### src/rtl/change_dispenser_if.sv
// Bundles the payout request, hopper status, sensor and result signals
// exchanged between the vending controller and the change dispenser.
interface change_dispenser_if;
  logic       start;
  logic [6:0] amount;
  logic [3:0] hopper_empty;
  logic       coin_sensed;
  logic       fault_clr;
  logic [3:0] eject;
  logic       busy;
  logic       done;
  logic       fault;
  logic [6:0] remaining;
  logic [6:0] coins_paid;

  modport master (
    output start, amount, hopper_empty, coin_sensed, fault_clr,
    input  eject, busy, done, fault, remaining, coins_paid
  );

  modport slave (
    input  start, amount, hopper_empty, coin_sensed, fault_clr,
    output eject, busy, done, fault, remaining, coins_paid
  );
endinterface

### src/rtl/change_dispenser.sv
// Change dispenser: pays an amount out of four coin hoppers (10, 5, 2, 1),
// largest usable coin first, confirming each coin on the drop sensor.
//
// state      | meaning
// -----------+-------------------------------------------------------------
// S_IDLE     | waiting for start; counters hold last payout result
// S_SELECT   | choose largest non-empty denomination that fits remaining
// S_EJECT    | eject pulse held for PULSE_CYCLES, sensor pulse remembered
// S_WAIT_ACK | pulse over, waiting up to TIMEOUT_CYCLES for the sensor
// S_GAP      | GAP_CYCLES idle cycles between coins
// S_DONE     | one-cycle done pulse
// S_FAULT    | no usable hopper or sensor timeout; wait for fault_clr
module change_dispenser #(
  parameter int PULSE_CYCLES   = 2,
  parameter int GAP_CYCLES     = 2,
  parameter int TIMEOUT_CYCLES = 8
) (
  input logic            clk,
  input logic            rst,
  change_dispenser_if.slave io_bus
);

  localparam int MAX_CNT_A = (PULSE_CYCLES > GAP_CYCLES) ? PULSE_CYCLES : GAP_CYCLES;
  localparam int MAX_CNT   = (MAX_CNT_A > TIMEOUT_CYCLES) ? MAX_CNT_A : TIMEOUT_CYCLES;
  localparam int TW        = (MAX_CNT > 1) ? $clog2(MAX_CNT) : 1;

  typedef enum logic [2:0] {
    S_IDLE, S_SELECT, S_EJECT, S_WAIT_ACK, S_GAP, S_DONE, S_FAULT
  } state_t;

  state_t       r_state, w_state;
  logic [TW-1:0] r_timer, w_timer;
  logic [3:0]   r_sel, w_sel;
  logic [6:0]   r_denom, w_denom;
  logic         r_sensed, w_sensed;
  logic [6:0]   r_remaining, w_remaining;
  logic [6:0]   r_coins, w_coins;
  logic [3:0]   r_eject;
  logic         r_done, r_fault, r_busy;
  logic [3:0]   w_pick_sel;
  logic [6:0]   w_pick_val;

  // Largest denomination that fits the remaining amount and whose hopper has coins.
  always_comb begin
    w_pick_sel = 4'b0000;
    w_pick_val = 7'd0;
    if (r_remaining >= 7'd10 && !io_bus.hopper_empty[3]) begin
      w_pick_sel = 4'b1000;
      w_pick_val = 7'd10;
    end else if (r_remaining >= 7'd5 && !io_bus.hopper_empty[2]) begin
      w_pick_sel = 4'b0100;
      w_pick_val = 7'd5;
    end else if (r_remaining >= 7'd2 && !io_bus.hopper_empty[1]) begin
      w_pick_sel = 4'b0010;
      w_pick_val = 7'd2;
    end else if (r_remaining >= 7'd1 && !io_bus.hopper_empty[0]) begin
      w_pick_sel = 4'b0001;
      w_pick_val = 7'd1;
    end
  end

  // Next-state, timer and counter logic; counters update on entry to S_GAP.
  always_comb begin
    w_state     = r_state;
    w_timer     = r_timer;
    w_sel       = r_sel;
    w_denom     = r_denom;
    w_sensed    = r_sensed;
    w_remaining = r_remaining;
    w_coins     = r_coins;
    case (r_state)
      S_IDLE: begin
        if (io_bus.start) begin
          w_remaining = io_bus.amount;
          w_coins     = 7'd0;
          w_state     = (io_bus.amount == 7'd0) ? S_DONE : S_SELECT;
        end
      end
      S_SELECT: begin
        if (w_pick_sel != 4'b0000) begin
          w_sel    = w_pick_sel;
          w_denom  = w_pick_val;
          w_sensed = 1'b0;
          w_timer  = TW'(PULSE_CYCLES - 1);
          w_state  = S_EJECT;
        end else begin
          w_state = S_FAULT;
        end
      end
      S_EJECT: begin
        if (r_timer == '0) begin
          if (r_sensed || io_bus.coin_sensed) begin
            w_remaining = r_remaining - r_denom;
            w_coins     = r_coins + 7'd1;
            w_timer     = TW'(GAP_CYCLES - 1);
            w_state     = S_GAP;
          end else begin
            w_timer = TW'(TIMEOUT_CYCLES - 1);
            w_state = S_WAIT_ACK;
          end
        end else begin
          w_timer = r_timer - TW'(1);
          if (io_bus.coin_sensed) w_sensed = 1'b1;
        end
      end
      S_WAIT_ACK: begin
        // A sense in the final waiting cycle still counts as a coin.
        if (io_bus.coin_sensed) begin
          w_remaining = r_remaining - r_denom;
          w_coins     = r_coins + 7'd1;
          w_timer     = TW'(GAP_CYCLES - 1);
          w_state     = S_GAP;
        end else if (r_timer == '0) begin
          w_state = S_FAULT;
        end else begin
          w_timer = r_timer - TW'(1);
        end
      end
      S_GAP: begin
        if (r_timer == '0) begin
          w_state = (r_remaining == 7'd0) ? S_DONE : S_SELECT;
        end else begin
          w_timer = r_timer - TW'(1);
        end
      end
      S_DONE:  w_state = S_IDLE;
      S_FAULT: if (io_bus.fault_clr) w_state = S_IDLE;
      default: w_state = S_IDLE;
    endcase
  end

  // State, counters and registered outputs decoded from the next state.
  always_ff @(posedge clk) begin
    if (rst) begin
      r_state     <= S_IDLE;
      r_timer     <= '0;
      r_sel       <= 4'b0000;
      r_denom     <= 7'd0;
      r_sensed    <= 1'b0;
      r_remaining <= 7'd0;
      r_coins     <= 7'd0;
      r_eject     <= 4'b0000;
      r_done      <= 1'b0;
      r_fault     <= 1'b0;
      r_busy      <= 1'b0;
    end else begin
      r_state     <= w_state;
      r_timer     <= w_timer;
      r_sel       <= w_sel;
      r_denom     <= w_denom;
      r_sensed    <= w_sensed;
      r_remaining <= w_remaining;
      r_coins     <= w_coins;
      r_eject     <= (w_state == S_EJECT) ? w_sel : 4'b0000;
      r_done      <= (w_state == S_DONE);
      r_fault     <= (w_state == S_FAULT);
      r_busy      <= (w_state != S_IDLE);
    end
  end

  assign io_bus.eject      = r_eject;
  assign io_bus.busy       = r_busy;
  assign io_bus.done       = r_done;
  assign io_bus.fault      = r_fault;
  assign io_bus.remaining  = r_remaining;
  assign io_bus.coins_paid = r_coins;

endmodule

### src/flat_wrapper.sv
// flat-port wrapper written by rule: the top's interface ports become plain ports
module change_dispenser_flat 
#(
  parameter int PULSE_CYCLES   = 2,
  parameter int GAP_CYCLES     = 2,
  parameter int TIMEOUT_CYCLES = 8
)
  (clk, rst, io_bus_start, io_bus_amount, io_bus_hopper_empty, io_bus_coin_sensed, io_bus_fault_clr, io_bus_eject, io_bus_busy, io_bus_done, io_bus_fault, io_bus_remaining, io_bus_coins_paid);
  change_dispenser_if io_bus_i ();
  input logic clk;
  input logic rst;
  input wire logic [$bits(io_bus_i.start)-1:0] io_bus_start;
  input wire logic [$bits(io_bus_i.amount)-1:0] io_bus_amount;
  input wire logic [$bits(io_bus_i.hopper_empty)-1:0] io_bus_hopper_empty;
  input wire logic [$bits(io_bus_i.coin_sensed)-1:0] io_bus_coin_sensed;
  input wire logic [$bits(io_bus_i.fault_clr)-1:0] io_bus_fault_clr;
  output wire logic [$bits(io_bus_i.eject)-1:0] io_bus_eject;
  output wire logic [$bits(io_bus_i.busy)-1:0] io_bus_busy;
  output wire logic [$bits(io_bus_i.done)-1:0] io_bus_done;
  output wire logic [$bits(io_bus_i.fault)-1:0] io_bus_fault;
  output wire logic [$bits(io_bus_i.remaining)-1:0] io_bus_remaining;
  output wire logic [$bits(io_bus_i.coins_paid)-1:0] io_bus_coins_paid;
  assign io_bus_i.start = io_bus_start;
  assign io_bus_i.amount = io_bus_amount;
  assign io_bus_i.hopper_empty = io_bus_hopper_empty;
  assign io_bus_i.coin_sensed = io_bus_coin_sensed;
  assign io_bus_i.fault_clr = io_bus_fault_clr;
  assign io_bus_eject = io_bus_i.eject;
  assign io_bus_busy = io_bus_i.busy;
  assign io_bus_done = io_bus_i.done;
  assign io_bus_fault = io_bus_i.fault;
  assign io_bus_remaining = io_bus_i.remaining;
  assign io_bus_coins_paid = io_bus_i.coins_paid;
  change_dispenser #(.PULSE_CYCLES(PULSE_CYCLES), .GAP_CYCLES(GAP_CYCLES), .TIMEOUT_CYCLES(TIMEOUT_CYCLES)) u_core (.clk(clk), .rst(rst), .io_bus(io_bus_i));
endmodule
### config.mk
export PLATFORM = sky130hd
export DESIGN_NAME = change_dispenser_flat
export DESIGN_NICKNAME = d
export VERILOG_FILES = /design/src/rtl/change_dispenser_if.sv /design/src/rtl/change_dispenser.sv /design/src/flat_wrapper.sv
export SDC_FILE = /design/constraint.sdc
export NUM_CORES = 1
export LEC_CHECK = 0
export BUFFER_PORTS_ARGS = -buffer_cell sky130_fd_sc_hd__buf_2
export CORE_MARGIN = 1
export CORE_UTILIZATION = 55
export DETAILED_ROUTE_END_ITERATION = 10
export HOLD_SLACK_MARGIN = 0.12
export PLACE_DENSITY_LB_ADDON = 0.3
export SYNTH_ARGS = -nofsm -noshare
export SYNTH_HDL_FRONTEND = slang
export SYNTH_SLANG_ARGS = --single-unit
### constraint.sdc
create_clock -name clk -period 2.35 [get_ports clk]
set_input_delay 0.1175 -clock clk [delete_from_list [all_inputs] [get_ports clk]]
set_output_delay 0.1175 -clock clk [all_outputs]
set_load 0.005 [all_outputs]
==> run summary, run 1 <==
FLOW RUN
--------------------------------------------------------------------------------
Max_cap viols                                                                  0

SYNTH
--------------------------------------------------------------------------------
Flip-flop and latch count after synthesis                                     36
Count of distinct cell types in the synthesized netlist                       61
Synthesized net count                                                        276
Summed instance area of the synthesized netlist                      0.00209 mm2
Register area share after synthesis                                        0.345
Mean instance size in the synthesized netlist                           8.32 um2
Yosys warning total                                                            0
Syn Inst Count                                                               251
Cell types with the largest area share after synthesis              dfxtp_1, a21oi_1, nor2_1
Fraction of synthesized cell area taken by the top area cell type          0.345
Number of enable-type register cells in the synthesized netlist                0
Cell taking the most area after synthesis                                dfxtp_1
Share of synthesized registers carrying an async set or reset                  0
Dominant register cell in the synthesized netlist                        dfxtp_1

CRITICAL PATH
--------------------------------------------------------------------------------
Largest fanout on the critical path                                           15
Worst setup path endpoint                                           u_core.io_bus.eject[3]$_SDFF_PP0_
Worst r2r dst                                                       u_core.io_bus.eject[3]$_SDFF_PP0_
Critical Path Source                                                u_core.r_state[2]$_SDFF_PP0_
Critical path class                                                 flop to flop
Worst reg2reg startpoint                                            u_core.r_state[2]$_SDFF_PP0_
Required time reported for the critical path endpoint                    2.57 ns
Arrival @ worst endpoint                                                 2.44 ns
Startpoint Class                                                            flop
Endpoint class of the critical path                                         flop
Register-to-register setup slack                                         0.13 ns
Worst-case reg-to-reg path depth                                               5

TIMING
--------------------------------------------------------------------------------
Worst Tran Pin Value                                                    0.499 ns
Worst slew margin relative to its limit                                    0.665
Setup-violating endpoint count in the final report                             0
Number of hold-slack violations in the final timing report                     0
Worst-case clock skew                                                 0.00760 ns
Max frequency                                                            451 MHz
Post-layout min period                                                   2.22 ns
Number of max-slew violations in the final report                              0
Period Utilization, post-route                                             0.944

FINAL LAYOUT
--------------------------------------------------------------------------------
Synth-to-layout area growth                                                17.4%
ANT cells                                                                      0
Number of nets in the final layout                                           318
Multi-input gate area                                                0.00128 mm2
Final cell count without fillers                                             342
FF/Latch Area                                                            721 um2
Layout cells sized above 1                                                 0.228
Top library cells by usage in the layout, fill and taps aside       buf_2, dfxtp_1, nor2_1
Number of inserted filler cells in the final layout                          308

CLOCK TREE
--------------------------------------------------------------------------------
Clk pin slew, worst setup/hold paths                                     0.08 ns
Clock insertion delay at the later pin of the skew report                0.29 ns
CTS H-tree lvls                                                                2
Clock tree root driver cell                                             clkbuf_8
Clock tree from TritonCTS                                                   done
Setup bufs post-CTS                                                            0
Clock Sinks                                                                   36
Clock Path Buffers                                                             2
Inserted Clock Buffers                                                         5

ROUTING
--------------------------------------------------------------------------------
Iter 0 DRT Violations                                                        127
Post-detailed-route DRC marker count                                           0
Drt via density                                                             5.72
Wirelength, routed                                                       4.72 mm
Routed WL per cell                                                       13.8 um
Number of routed nets with antenna violations                                  0
First-pass iteration count of the detailed router                              4
Number of vias in the routed layout                                         1957

GLOBAL ROUTE
--------------------------------------------------------------------------------
Total routing usage reported by global routing                             0.266
Global route overflow                                                          0
GRT busiest layer                                                           met2
Global-route wire length before repair                                   8.46 mm
GR Layer Usage met2                                                        0.415
Number of antenna violations at the first check in global routing              0
M1 GR Usage                                                                0.356
M3 GR Usage                                                               0.0580
Maximum number of pins on one net before global-route repair                  25
Via count of the first global-routing pass                                  1831

PWR
--------------------------------------------------------------------------------
Internal power consumption                                               1.51 mW
Worst vdd ir                                                          0.000574 V
Switching share of total power                                             0.429
Leak Pwr                                                                0.985 nW
Clock share of power                                                       0.181
Total design power                                                       2.63 mW
Sequential group share of total power                                      0.324
Switching Power                                                          1.13 mW
Total power divided by cell area                                     1070 mW/mm2
Fraction of power consumed by combinational cells                          0.495

PLACED DESIGN
--------------------------------------------------------------------------------
Count of input and output buffers                                             36
Placer congestion estimate                                                 0.904
HPWL after detailed placement                                            3.55 mm
Number of placed instances with taps included                                332

FLOORPLAN
--------------------------------------------------------------------------------
DIE WIDTH                                                                63.6 um
Core Footprint                                                       0.00366 mm2
Vertical extent of the die                                               63.6 um
Die Footprint                                                        0.00405 mm2
I/O pin count                                                                 37
Rows                                                                          22
Initial cell density of the core                                           0.570

OUTCOME
--------------------------------------------------------------------------------
Status                                                              finished clean

WORST HOLD PATH
--------------------------------------------------------------------------------
Worst hold path type                                                primary input to flop

cells in the mapped netlist, drive strengths merged, types with 2 or more instances:
cell	n
nor2	29
nand2b	4
o22ai	4
and3	2
a211oi	9
nor2b	8
inv	14
and2	7
clkbuf	4
nor3	10
nand4	2
nor3b	2
ha	8
dfxtp	36
o21ai	17
buf	5
xor2	4
a21oi	24
or3	5
o2bb2ai	3
nor4	2
o21a	3
nand2	18
power by group through the flow:
stage / clock (mW) / combinational, mW / sequential (mW)
finish: 0.478 / 1.30 / 0.854
CTS: 0.486 / 1.30 / 0.854
floorplan: 0 / 0.992 / 0.829
detailed placement: 0 / 1.29 / 0.868
global route: 0.519 / 1.47 / 0.873
global placement: 0 / 1.27 / 0.862
through the flow:
stage | area (um2) | setup TNS, ns | worst slack (ns) | util | hold WS, ns
2_1_floorplan | 2090 | 0 | 0.365 | - | 0.280
3_3_place_gp | 2330 | 0 | 0.228 | 0.637 | 0.408
3_5_place_dp | 2330 | 0 | 0.165 | 0.637 | 0.410
4_1_cts | 2450 | 0 | 0.139 | 0.670 | 0.126
5_1_grt | 2450 | -0.00113 | -0.00113 | 0.670 | 0.161
6_report | 2450 | 0 | 0.132 | 0.670 | 0.130
cells by family after synthesis:
logic type	count (synthesis)	share of synthesized area
buffers and inverters	23	0.0443
multiplexers	2	0.0162
AO/OA/AOI/OAI	80	0.262
XOR/XNOR	5	0.0210
flip-flops	36	0.345
AND/OR/NAND/NOR	96	0.253
adder cells (fa/ha/maj)	9	0.0575
worst max-delay path, stage by stage, from the launching register on:
cell and delay, ns:
dfxtp_1 0.61, nor4bb_1 0.51, a211oi_1 0.13, or2_2 0.34, or3_1 0.42, a21oi_1 0.13
layout make-up:
class                           instances  area share
Multi-Input combinational cell        192       0.520
Sequential cell                        36       0.294
Timing Repair Buffer                   44       0.100
Clock buffer                            6      0.0337
Tap cell                               48      0.0245
Inverter                               14      0.0214
Clock inverter                          2     0.00612
registers in the layout, summed over array words and instances (netlist names):
| name | cells |
|---|---|
| u_core.io_bus.eject | 4 |
| u_core.io_bus.remaining | 7 |
| u_core.io_bus.busy | 1 |
| u_core.io_bus.fault | 1 |
| u_core.r_timer | 3 |
| u_core.io_bus.coins_paid | 7 |
| u_core.io_bus.done | 1 |
| u_core.r_state | 3 |
| u_core.r_sensed | 1 |
| u_core.r_sel | 4 |
| u_core.r_denom | 4 |
how the worst min path moves through the flow:
stage                startpoint                                 endpoint  slack (ns)  cells past startpoint
6_report       io_bus_amount[4]  u_core.io_bus.remaining[4]$_SDFFE_PP0P_        0.13                      3
5_1_grt        io_bus_amount[4]  u_core.io_bus.remaining[4]$_SDFFE_PP0P_        0.16                      3
4_1_cts        io_bus_amount[4]  u_core.io_bus.remaining[4]$_SDFFE_PP0P_        0.13                      3
3_5_place_dp   io_bus_amount[3]  u_core.io_bus.remaining[3]$_SDFFE_PP0P_        0.41                      3
3_3_place_gp   io_bus_amount[3]  u_core.io_bus.remaining[3]$_SDFFE_PP0P_        0.41                      3
2_1_floorplan  io_bus_amount[3]  u_core.io_bus.remaining[3]$_SDFFE_PP0P_        0.28                      2
layer usage:
layer | wire, um | part of all wire | vias up
li1 | - | - | 990
met1 | 2200 | 0.47 | 912
met2 | 2210 | 0.47 | 50
met3 | 254 | 0.054 | 5
met4 | 63 | 0.013 | 0
met5 | 0 | 0 | -
timing repair:
item | in CTS | in global routing
hold endpoints to repair | 2 | 0
resized for setup | 0 | 1
endpoints found under the setup margin | 0 | 2
hold buffers | 2 | 0
(Power assumes the default switching activity.)
==> inputs of run 2 (changes only) <==
--- a/config.mk
+++ b/config.mk
@@ -5,12 +5,14 @@
 export SDC_FILE = /design/constraint.sdc
 export NUM_CORES = 1
 export LEC_CHECK = 0
+export ABC_AREA = 1
 export BUFFER_PORTS_ARGS = -buffer_cell sky130_fd_sc_hd__buf_2
 export CORE_MARGIN = 1
 export CORE_UTILIZATION = 55
 export DETAILED_ROUTE_END_ITERATION = 10
 export HOLD_SLACK_MARGIN = 0.12
 export PLACE_DENSITY_LB_ADDON = 0.3
+export SETUP_SLACK_MARGIN = 0.1
 export SYNTH_ARGS = -nofsm -noshare
 export SYNTH_HDL_FRONTEND = slang
 export SYNTH_SLANG_ARGS = --single-unit
==> run summary, run 2 <==
OUTCOME
--------------------------------------------------------------------------------
Status                                                              finished clean

TIMING
--------------------------------------------------------------------------------
Total Neg Setup Slack                                                       0 ns   unchanged
Number of hold-slack violations in the final timing report                     0   unchanged
Worst slew margin relative to its limit                                    0.705   +0.0399
Number of max-slew violations in the final report                              0   unchanged
Post-layout min period                                                   1.97 ns   -0.250 ns
Worst Tran Pin Value                                                    0.442 ns   -0.0566 ns
Setup-violating endpoint count in the final report                             0   unchanged
Worst-case clock skew                                                 0.00428 ns   -0.00332 ns
Max frequency                                                            508 MHz   +13%
Period Utilization, post-route                                             0.838   -0.106
RSZ-0062 raised after global routing                                       false

PLACED DESIGN
--------------------------------------------------------------------------------
Placed inst area                                                     0.00226 mm2   -3.1%
Number of placed instances with taps included                                378   +14%
Count of input and output buffers                                             36   unchanged
HPWL after detailed placement                                            3.44 mm   -3.0%
Placer congestion estimate                                                 0.879   -2.8%

FLOORPLAN
--------------------------------------------------------------------------------
I/O pin count                                                                 37   unchanged
Initial cell density of the core                                           0.594   +0.0238
Vertical extent of the die                                               63.2 um   -0.64%
DIE WIDTH                                                                63.2 um   -0.64%
Die Footprint                                                        0.00400 mm2   -1.3%
Rows                                                                          21   -4.5%
Core Footprint                                                       0.00347 mm2   -5.3%

SYNTH
--------------------------------------------------------------------------------
Most frequent cell after synthesis                                       nand2_1
Cell types with the largest area share after synthesis              dfxtp_1, nand2_1, nor2_1
Mean instance size in the synthesized netlist                           6.85 um2   -18%
Count of distinct cell types in the synthesized netlist                       35   -43%
Number of enable-type register cells in the synthesized netlist                0   unchanged
Dominant register cell in the synthesized netlist                        dfxtp_1
Yosys warning total                                                            0   unchanged
Cell taking the most area after synthesis                                dfxtp_1
Flip-flop and latch count after synthesis                                     36   unchanged
Synthesized net count                                                        326   +18%
Syn Inst Count                                                               301   +20%
Summed instance area of the synthesized netlist                      0.00206 mm2   -1.3%
Share of synthesized registers carrying an async set or reset                  0   unchanged
Commonest cells post-synth                                          nand2_1, nor2_1, inv_1
Fraction of synthesized cell area taken by the top area cell type          0.350   +0.00461
Register area share after synthesis                                        0.350   +0.00461

FLOW RUN
--------------------------------------------------------------------------------
Max_cap viols                                                                  0   unchanged

PWR
--------------------------------------------------------------------------------
Total power divided by cell area                                     1270 mW/mm2   +18%
Leak Pwr                                                                 1.18 nW   +19%
Worst vdd ir                                                          0.000788 V   +37%

CLOCK TREE
--------------------------------------------------------------------------------
Clock tree root driver cell                                             clkbuf_8
Clock Path Buffers                                                             2   unchanged
Inserted Clock Buffers                                                         5   unchanged
Clock tree from TritonCTS                                                   done
Clock Sinks                                                                   36   unchanged
Clk pin slew, worst setup/hold paths                                     0.08 ns   about the same
CTS H-tree lvls                                                                2   unchanged
Clock insertion delay at the later pin of the skew report                0.29 ns   about the same

WORST HOLD PATH
--------------------------------------------------------------------------------
Hold Path End                                                       u_core.io_bus.remaining[3]$_SDFFE_PP0P_
Worst hold path cell count                                                     3   unchanged
Worst hold path type                                                primary input to flop
Hold wc startpoint                                                  io_bus_amount[3]

CRITICAL PATH
--------------------------------------------------------------------------------
Largest fanout on the critical path                                            4   -11
Endpoint class of the critical path                                         flop
Startpoint Class                                                            flop
Worst reg2reg startpoint                                            u_core.io_bus.remaining[0]$_SDFFE_PP0P_
Register-to-register setup slack                                         0.38 ns   +0.25 ns
Worst r2r dst                                                       u_core.io_bus.remaining[6]$_SDFFE_PP0P_
Critical path class                                                 flop to flop
Required time reported for the critical path endpoint                    2.60 ns   +0.03 ns
Critical Path Source                                                u_core.io_bus.remaining[0]$_SDFFE_PP0P_
Arrival @ worst endpoint                                                 2.21 ns   -0.23 ns
Worst-case reg-to-reg path depth                                              12   +7

ROUTING
--------------------------------------------------------------------------------
Wirelength, routed                                                       4.77 mm   +0.99%
Routed WL per cell                                                       12.3 um   -11%
Post-detailed-route DRC marker count                                           0   unchanged
Number of vias in the routed layout                                         2059   +5.2%
Iter 0 DRT Violations                                                        116   -8.7%
First-pass iteration count of the detailed router                              4   unchanged
Number of routed nets with antenna violations                                  0   unchanged
Drt via density                                                             5.29   -7.5%

GLOBAL ROUTE
--------------------------------------------------------------------------------
Via count of the first global-routing pass                                  1968   +7.5%
Global route overflow                                                          0   unchanged
Maximum number of pins on one net before global-route repair                  15   -40%
Total routing usage reported by global routing                             0.266   -0.000588
Number of antenna violations at the first check in global routing              0   unchanged
Global-route wire length before repair                                   8.40 mm   -0.65%

FINAL LAYOUT
--------------------------------------------------------------------------------
Synth-to-layout area growth                                                16.6%
Number of nets in the final layout                                           367   +15%
Final cell count without fillers                                             389   +14%
Top library cells by usage in the layout, fill and taps aside       nand2_1, nor2_1, inv_1
Final non-filler cell area                                           0.00240 mm2   -2.0%
Most common cell after layout, fill and taps aside                       nand2_1
Layout cells sized above 1                                                 0.204   -0.0238
ANT cells                                                                      0   unchanged

-- run 2: changes by cell type in the layout (fill, tap and decap cells not counted), sizes merged, moves of 7 or more --
cell,delta
nand2,+41
and2,-7
nand3,+15
inv,+37
a211oi,-7
nor2b,-8
nor2,+21
-- run 2: cells by family after synthesis --
family                     count (synthesis)  synth area share
AOI/OAI and AO/OA                         52             0.137
xor gates and xnor gates                   2           0.00850
adders and majority gates                  9            0.0583
buffers and inverters                     56             0.111
DFF                                       36             0.350
and+or+nand+nor                          146             0.336
-- run 2: per-layer routing --
metal	up-vias	routed length [um]	track usage
li1	1046	-	-
met1	923	2080	0.324
met2	75	2310	0.440
met3	15	270	0.0562
met4	0	109	0.134
met5	-	0	0
-- run 2: worst max path at each step --
stage	cells past startpoint	to	slack [ns]
floorplan	11	u_core.io_bus.remaining[6]$_SDFFE_PP0P_	0.58
global placement	13	u_core.io_bus.coins_paid[4]$_SDFFE_PP0P_	0.52
detailed placement	10	u_core.r_timer[0]$_SDFFE_PP0P_	0.42
CTS	12	u_core.io_bus.remaining[6]$_SDFFE_PP0P_	0.40
global route	14	u_core.io_bus.coins_paid[4]$_SDFFE_PP0P_	0.14
finish	12	u_core.io_bus.remaining[6]$_SDFFE_PP0P_	0.38
-- run 2: through the flow --
step / power [mW] / hold WS [ns] / util / setup WS (ns)
CTS: 3.03 / 0.130 / 0.693 / 0.397
global route: 3.34 / 0.168 / 0.693 / 0.141
detailed placement: 2.45 / 0.380 / 0.652 / 0.424
global placement: 2.42 / 0.380 / 0.652 / 0.518
floorplan: 2.12 / 0.190 / - / 0.579
finish: 3.04 / 0.132 / 0.693 / 0.382
-- run 2: worst max-delay path: stages, from the launching register on --
cell,delay (ns)
dfxtp_1,0.36
inv_1,0.07
ha_1,0.23
fa_1,0.43
inv_1,0.07
a21oi_1,0.05
o21ai_0,0.26
inv_1,0.10
nand4_1,0.09
nand3_1,0.08
nand2_1,0.09
nand2_1,0.05
inv_1,0.04
-- run 2: area by class of cell --
class                      instances  area [um2]
timing repair buffer              39         210
multi-input combinational        209        1110
tap                               46        57.6
sequential                        36         721
clock buffer                       5        68.8
fill                             317        1070
clock inverter                     3        42.5
inverter                          51         191
-- run 2: where the power goes --
group	total, mW	switching [mW]	internal, mW
Combinational	1.59	1.05	0.542
Sequential	0.903	0.141	0.762
Clock	0.551	0.237	0.314
Total	3.04	1.43	1.62
-- run 2: timing repair --
item / in CTS / in global routing
endpoints found under the hold margin: 3 / 0
setup buffers: 0 / 0
hold buffers: 3 / 0
endpoints found under the setup margin: 0 / 1
resized for setup: 0 / 1
